### src/rtl/color_sequencer.sv
// rtl/color_sequencer.sv - breath-stepped colour index with a debounced mode button
module color_sequencer #(
  parameter logic [31:0] DEBOUNCE_CYCLES = 32'd156250,
  parameter logic [2:0]  INIT_COLOR      = 3'b001
) (
  input  logic       clk_div_i,
  input  logic       rst_i,
  input  logic       breath_clk_i,
  input  logic       btn_i,
  output logic [2:0] rgb_o,
  output logic [1:0] mode_o,
  output logic       step_o
);

  typedef enum logic [1:0] {
    MODE_HOLD = 2'd0,
    MODE_FWD  = 2'd1,
    MODE_REV  = 2'd2,
    MODE_OFF  = 2'd3
  } mode_e;

  logic        br_meta_q, br_meta_d;
  logic        br_sync_q, br_sync_d;
  logic        br_dly_q,  br_dly_d;
  logic [1:0]  br_vld_q,  br_vld_d;
  logic        br_arm_q,  br_arm_d;
  logic        bt_meta_q, bt_meta_d;
  logic        bt_sync_q, bt_sync_d;
  logic        db_level_q, db_level_d;
  logic [31:0] db_cnt_q,  db_cnt_d;
  logic        press_q,   press_d;
  mode_e       mode_q,    mode_d;
  logic [2:0]  idx_q,     idx_d;
  logic [2:0]  rgb_q,     rgb_d;
  logic        step_q,    step_d;
  logic        breath_evt;

  always_comb begin
    br_meta_d  = breath_clk_i;
    br_sync_d  = br_meta_q;
    br_dly_d   = br_sync_q;
    br_vld_d   = {br_vld_q[0], 1'b1};
    // A rise is only trusted once a genuine low sample has passed the synchronizer,
    // so a level already high across reset release never counts as an edge.
    br_arm_d   = br_arm_q | (br_vld_q[1] & ~br_sync_q);
    breath_evt = br_arm_q & br_sync_q & ~br_dly_q;

    bt_meta_d  = btn_i;
    bt_sync_d  = bt_meta_q;
    db_level_d = db_level_q;
    db_cnt_d   = 32'd0;
    if (bt_sync_q != db_level_q) begin
      if (db_cnt_q >= DEBOUNCE_CYCLES - 32'd1) begin
        db_level_d = bt_sync_q;
      end else begin
        db_cnt_d = db_cnt_q + 32'd1;
      end
    end
    press_d = db_level_d & ~db_level_q;

    mode_d = mode_q;
    if (press_q) begin
      case (mode_q)
        MODE_HOLD: mode_d = MODE_FWD;
        MODE_FWD:  mode_d = MODE_REV;
        MODE_REV:  mode_d = MODE_OFF;
        default:   mode_d = MODE_HOLD;
      endcase
    end

    // The step direction uses the mode before any change landing on the same edge.
    idx_d = idx_q;
    if (breath_evt) begin
      case (mode_q)
        MODE_FWD: idx_d = (idx_q == 3'd7) ? 3'd1 : idx_q + 3'd1;
        MODE_REV: idx_d = (idx_q == 3'd1) ? 3'd7 : idx_q - 3'd1;
        default:  idx_d = idx_q;
      endcase
    end

    step_d = (idx_d != idx_q);
    rgb_d  = (mode_q == MODE_OFF) ? 3'd0 : idx_q;
  end

  always_ff @(posedge clk_div_i or posedge rst_i) begin
    if (rst_i) begin
      br_meta_q  <= 1'b0;
      br_sync_q  <= 1'b0;
      br_dly_q   <= 1'b0;
      br_vld_q   <= 2'b00;
      br_arm_q   <= 1'b0;
      bt_meta_q  <= 1'b0;
      bt_sync_q  <= 1'b0;
      db_level_q <= 1'b0;
      db_cnt_q   <= 32'd0;
      press_q    <= 1'b0;
      mode_q     <= MODE_FWD;
      idx_q      <= INIT_COLOR;
      rgb_q      <= INIT_COLOR;
      step_q     <= 1'b0;
    end else begin
      br_meta_q  <= br_meta_d;
      br_sync_q  <= br_sync_d;
      br_dly_q   <= br_dly_d;
      br_vld_q   <= br_vld_d;
      br_arm_q   <= br_arm_d;
      bt_meta_q  <= bt_meta_d;
      bt_sync_q  <= bt_sync_d;
      db_level_q <= db_level_d;
      db_cnt_q   <= db_cnt_d;
      press_q    <= press_d;
      mode_q     <= mode_d;
      idx_q      <= idx_d;
      rgb_q      <= rgb_d;
      step_q     <= step_d;
    end
  end

  assign rgb_o  = rgb_q;
  assign mode_o = mode_q;
  assign step_o = step_q;

endmodule
### config.mk
export PLATFORM = sky130hd
export DESIGN_NAME = color_sequencer
export DESIGN_NICKNAME = d
export VERILOG_FILES = /design/src/rtl/color_sequencer.sv
export SDC_FILE = /design/constraint.sdc
export NUM_CORES = 1
export LEC_CHECK = 0
export ABC_CLOCK_PERIOD_IN_PS = 3300
export CAP_MARGIN = 20
export CORE_ASPECT_RATIO = 1.25
export CORE_UTILIZATION = 60
export DETAILED_ROUTE_END_ITERATION = 7
export PLACE_DENSITY_LB_ADDON = 0.15
export SLEW_MARGIN = 20
export SYNTH_ARGS = -nofsm -noshare
export SYNTH_HDL_FRONTEND = slang
export SYNTH_SLANG_ARGS = --single-unit
### constraint.sdc
create_clock -name clk_div_i -period 3.3 [get_ports clk_div_i]
set_input_delay 0.33 -clock clk_div_i [delete_from_list [all_inputs] [get_ports clk_div_i]]
set_output_delay 0.33 -clock clk_div_i [all_outputs]
set_load 0.005 [all_outputs]
==> flow_summary.json <==
{
  "status": "completed",
  "die_h_um": 69.47,
  "grt_use_met1": 0.2640,
  "grt_busiest_layer": "met2",
  "comb_power_share": 0.204,
  "dr.pass1.iters": 4,
  "cts.repair.resized": 0,
  "swShare": 0.2665,
  "grt_usage": 0.2096,
  "io_pins": 10,
  "clkPwrFrac": 0.318,
  "yosysWarnings": 0,
  "final_cell_mix": "dfrtp_1, nor2_1, conb_1",
  "timing.fmax_mhz": 452.8,
  "path_clk_slew_ps": 90,
  "seqPwrFrac": 0.478,
  "antenna_cells": 0,
  "numCtsBuffers": 5,
  "post-cts-setup-buffers": 0,
  "syn_area_um2": 2185,
  "p_leak_nw": 1.062,
  "finClkSkew_ps": 8.274,
  "crit_fanout": 7,
  "cts.path.max_buffers": 2,
  "max-vdd-ir-drop_v": 0.0006975,
  "timing.final.crit_share": 0.6692,
  "clockRootBuffer": "clkbuf_8",
  "use_met3": 0.05970,
  "place.gp.congestion": 0.8652,
  "via_per_inst": 5.486,
  "setup_violations": 0,
  "drc": 0,
  "final_net_count": 235,
  "power_density_nw_per_um2": 630.7,
  "finalCriticalPeriod_ps": 2208,
  "core_um2": 3483,
  "detail_route.wirelength_um": 3634,
  "rsz0062_at_grt": "no",
  "crit_type": "flop to flop",
  "gr-total-overflow": 0,
  "die-area_um2": 3888,
  "async_reset_ff_frac": 1.000,
  "vias": 1421,
  "cp_num_buf_inv": 1,
  "wl_per_cell_um": 14.03,
  "synth-edff-count": 0,
  "slowest_delay_ps": 580,
  "grt_pass1_wl_um": 6272,
  "start_util": 0.6272,
  "use_met2": 0.3452,
  "clock-sinks": 51,
  "ant_nets": 0,
  "cts_tree": "built",
  "hold_path_class": "flop to flop",
  "synth.ff_latch_count": 51,
  "worst_setup_path_end_kind": "flop",
  "hpwlAfterDp_um": 2470,
  "finalMaxSlewViolations": 0,
  "yosysTopAreaCell": "dfrtp_1",
  "final_common_cell": "dfrtp_1",
  "start_kind": "flop",
  "antenna_found_initial": 0,
  "htree_levels": 2,
  "synth.top_cell.area_share": 0.5498,
  "synthFlopType": "dfrtp_1",
  "critical-path-top-delay-family": "compound AO/OA/AOI/OAI gates",
  "synthTopCellsByArea": "dfrtp_1, ha_1, nor2_1",
  "syn_to_final_growth_pct": 14.83,
  "clk_latency_ps": 300,
  "tns_ps": 0,
  "numPortBuffers": 9,
  "grt_pass1_vias": 1419,
  "syn_avg_cell_area_um2": 11.44,
  "crit_chain": "inv_1 > ha_1 > nand4b_1 > a221oi_1 > o221a_2 > o21ai_0",
  "arrival_ps": 2390,
  "fin_util": 0.7202,
  "switching_power_uw": 421.7,
  "die_w_um": 55.97,
  "tightest_slew_ps": 833.2,
  "grt_max_degree": 52,
  "fillers": 245,
  "rows": 24,
  "yosys.cell_types.count": 44,
  "finalHoldViolations": 0,
  "critPathRequiredTime_ps": 3490,
  "drive_gt1_frac": 0.08182,
  "slew_headroom": 0.4439,
  "worst_path_max_delay_cell": "dfstp_2",
  "cts_hold_buf": 0,
  "internal_power_mw": 1.161,
  "drv_cap": 0,
  "yosysSeqAreaShare": 0.5859,
  "drtIter0Drc": 57,
  "syn_inst": 191
}
[sequential cells by signal (all words and copies together) (netlist names)]
register    flops
db_cnt_q       32
db_level_q      1
br_dly_q        1
rgb_o           3
br_dly_d        1
press_q         1
br_vld_q        2
bt_meta_q       1
br_arm_q        1
idx_q           3
mode_o          2
br_meta_q       1
bt_sync_q       1
step_o          1
[power groups by stage]
stage | Combinational (mW) | Clock (mW) | Sequential (mW)
2_1_floorplan | 0.197 | 0 | 0.762
4_1_cts | 0.323 | 0.510 | 0.758
5_1_grt | 0.361 | 0.532 | 0.768
3_5_place_dp | 0.318 | 0 | 0.770
3_3_place_gp | 0.300 | 0 | 0.762
6_report | 0.323 | 0.503 | 0.756
[routing by layer]
| metal | wire length [um] | part of all wire | up-vias |
|---|---|---|---|
| li1 | - | - | 693 |
| met1 | 1593 | 0.44 | 703 |
| met2 | 1869 | 0.51 | 20 |
| met3 | 116 | 0.032 | 5 |
| met4 | 54 | 0.015 | 0 |
| met5 | 0 | 0 | - |
[cell type report]
type / instances / area [um^2] / area share
tap: 39 / 48.80 / 0.01945
multi-input combinational: 138 / 895.9 / 0.3571
inverter: 13 / 50.05 / 0.01995
clock inverter: 3 / 67.56 / 0.02693
sequential: 51 / 1280 / 0.5102
clock buffer: 5 / 68.82 / 0.02743
timing repair buffer: 10 / 97.59 / 0.03890
[synthesized netlist by cell type, types with 3 or more instances]
master,instances
dfstp_2,3
a21oi_1,7
nor2_1,28
ha_1,12
nor3_1,4
nor3b_1,3
inv_1,13
nand4_1,3
nand3_1,5
dfrtp_1,48
xor2_1,3
nor4_1,5
o21ai_0,3
nand2_1,6
a221oi_1,3
xnor2_1,12
[path summary, 6_finish.rpt]
| check | slack (ps) | startpoint | end | cells past startpoint |
|---|---|---|---|---|
| hold / removal | 360 | br_meta_q | br_dly_d | 0 |
| min in group asynchronous | 480 | rst_i | mode_o[1] | 2 |
| setup / recovery | 1090 | mode_o[0] | step_o | 6 |
| setup reg to reg | 1090 | mode_o[0] | step_o | 6 |
| max in group asynchronous | 2320 | rst_i | db_cnt_q[6] | 2 |
| hold reg to reg | 360 | br_meta_q | br_dly_d | 0 |
[cell families after synthesis]
logic type               synth area share
adder cells (fa/ha/maj)           0.06873
flip-flops                         0.5859
AO/OA/AOI/OAI                     0.09279
multiplexers                     0.009736
other                            0.003438
XOR/XNOR                          0.06014
buffers and inverters             0.02634
AND/OR/NAND/NOR                    0.1529
[per-stage QoR]
stage	total power [mW]	instance area, um^2	hold slack [ps]	cells	setup slack, ps
after detailed placement	1.089	2371	338.5	251	1190
after CTS	1.591	2507	360.9	259	1113
after global routing	1.661	2509	365.9	259	974.0
after global placement	1.063	2371	331.6	251	1350
final	1.582	2509	359.2	259	1092
after floorplan	0.9582	2233	331.2	204	1419
(Power assumes the default switching activity.)
==> edit, RTL diff (same settings) <==
Put one more register stage on the output `rgb_o`, with the module's reset. The value now appears one clock later. The other outputs are not delayed to match.
--- a/src/rtl/color_sequencer.sv
+++ b/src/rtl/color_sequencer.sv
@@ -118,3 +118,9 @@
 
-  assign rgb_o  = rgb_q;
+  always_ff @(posedge clk_div_i or posedge rst_i) begin
+    if (rst_i) begin
+      rgb_o <= '0;
+    end else begin
+      rgb_o <= rgb_q;
+    end
+  end
   assign mode_o = mode_q;
Formal check against the unedited RTL: not equivalent (a bounded check fails within 4 cycles, from zero or initial values and one cycle with rst_i high).
==> edit against the original RTL <==
The run now ends with DRC left; routed wire length increased by 3.7%; critical endpoint is now db_level_q; power decreased by 1.7%; maximum frequency decreased by 13%; non-clock buffer count increased by 1; worst setup slack got worse by 0.32 ns; sequential cell count increased by 3; cell count unchanged; synthesized area increased by 3.8%; via count increased by 0.21%; design area increased by 2.1%; global-route usage increased by 1.8 points.
==> edit: results (changes against the original RTL) <==
----------------------------------------------------
[Status]
  Outcome ... finished, violations left
  Violations in the final reports ... DRC

[Drt]
  Sum of met2 wire segment lengths after detailed routing ... 1.988 mm (+6.4%)
  Detailed-route wire length ... 3.767 mm (+3.7%)
  Count of routing violations after the opening detailed-route iteration ... 122 (+110%)
  Met3 Routed Length ... 137 um (+18%)
  Routed wirelength normalized by instance count ... 14.54 um (+3.7%)
  First-pass DRT Iterations ... 6 (+2)
  Detailed-route DRC error count ... 2 (+2)
  Via count ... 1424 (+0.21%)

[Power]
  Worst vdd rail ir drop ... 0.0004172 V (-40%)
  Leakage Power ... 1.118 nW (+5.3%)

[Logic synthesis]
  Synth cell count leaders ... 51 x sky130_fd_sc_hd__dfrtp_1, 18 x sky130_fd_sc_hd__nor3_1, 12 x sky130_fd_sc_hd__ha_1, 12 x sky130_fd_sc_hd__nor2_1, 11 x sky130_fd_sc_hd__inv_1
  Post-synth cell types ... 39 (-11%)
  Fraction of the yosys area taken by sequential cells ... 59.77% (+1.2 points)
  Cell types with the largest area share after synthesis ... sky130_fd_sc_hd__dfrtp_1 56%, sky130_fd_sc_hd__ha_1 6.6%, sky130_fd_sc_hd__nor3_1 4.0%

[Critical path]
  Worst reg2reg endpoint ... db_level_q
  Setup slack of the worst register-to-register path ... 0.77 ns (-0.32 ns)
  Maximum net fanout on the critical path ... 13 (+6)
  Reg2Reg Launch Point ... db_cnt_q[0]
  Critical path's slowest cell ... sky130_fd_sc_hd__a21oi_1
  Worst reg2reg path depth ... 8 (+2)
  Peak per-stage delay on the critical path ... 0.54 ns (-0.04 ns)

[Clock tree]
  Worst-skew pair later-pin latency ... approximately 0.31 ns

[Timing]
  Tmin final ... 2.529 ns (+0.3206 ns)
  Remaining max-slew budget at the tightest pin ... 41.43% (-3.0 points)
  Final setup skew ... 0.01083 ns (+0.002554 ns)

[Global routing]
  Aggregate global-route resource usage ... 22.78% (+1.8 points)
  Pin count of the biggest net entering global routing ... 55 (+5.8%)
  Wire length of the first global-routing pass ... 6.920 mm (+10%)

[Placement]
  HPWL Detailed ... 2.617 mm (+6.0%)
  Worst setup slack after placement ... 0.7939 ns (-0.3959 ns)
  Weighted congestion reported at the end of routability-driven placement ... 0.8611 (-0.47%)
  Cell area after placement ... 0.002450 mm2 (+3.3%)

[Layout]
  Number of fillers in the final layout ... 246 (+0.41%)

----------------------------------------------------
[edit: report_power, final]
part	total (mW)	leakage [nW]	internal [mW]	switching, mW
registers	0.805	0.676	0.750	0.0559
logic	0.335	0.385	0.159	0.176
clock network	0.415	0.0575	0.212	0.203
total	1.56	1.12	1.12	0.435
[edit: cells by family after synthesis]
logic type / Yosys count / share of synthesized area (%)
adder cells (fa/ha/maj): 12 / 6.622
multiplexers: 2 / 1.104
flip-flops: 54 / 59.77
other: 2 / 0.3312
AND/OR/NAND/NOR: 68 / 16.45
buffers and inverters: 14 / 2.704
AO/OA/AOI/OAI: 21 / 6.071
XOR/XNOR: 18 / 6.954
[edit: final cells by class]
class	instances	area (um2)	share of cell area, %
Sequential cell	54	1355	52.91
Multi-Input combinational cell	136	899.6	35.12
Clock buffer	8	110.1	4.299
Timing Repair Buffer	11	105.1	4.104
Tap cell	39	48.80	1.905
Inverter	11	42.54	1.661
[edit: worst max-delay path: cells and delay by family (launching register included)]
family / cells / cell delay [ns]
buffers and inverters: 2 / 0.37
DFF: 1 / 0.42
muxes: 1 / 0.31
AOI/OAI and AO/OA: 2 / 0.64
and+or+nand+nor: 2 / 0.48
adders and majority gates: 1 / 0.19
[edit: layer usage]
metal / track usage, % / up-vias
met5: 0 / -
met4: 7.588 / 0
met3: 4.936 / 5
met2: 39.74 / 32
met1: 27.99 / 691
li1: - / 696
[edit: worst min-delay path by stage]
stage | startpoint | to | slack (ns) | cells after the start
after floorplan | br_meta_q | br_dly_d | 0.33 | 0
after global placement | bt_meta_q | bt_sync_q | 0.33 | 0
after detailed placement | br_vld_q[0] | br_vld_q[1] | 0.34 | 0
after CTS | br_vld_q[0] | br_vld_q[1] | 0.36 | 0
after global routing | br_vld_q[0] | br_vld_q[1] | 0.36 | 0
final | rgb_q[1] | rgb_o[1] | 0.36 | 0
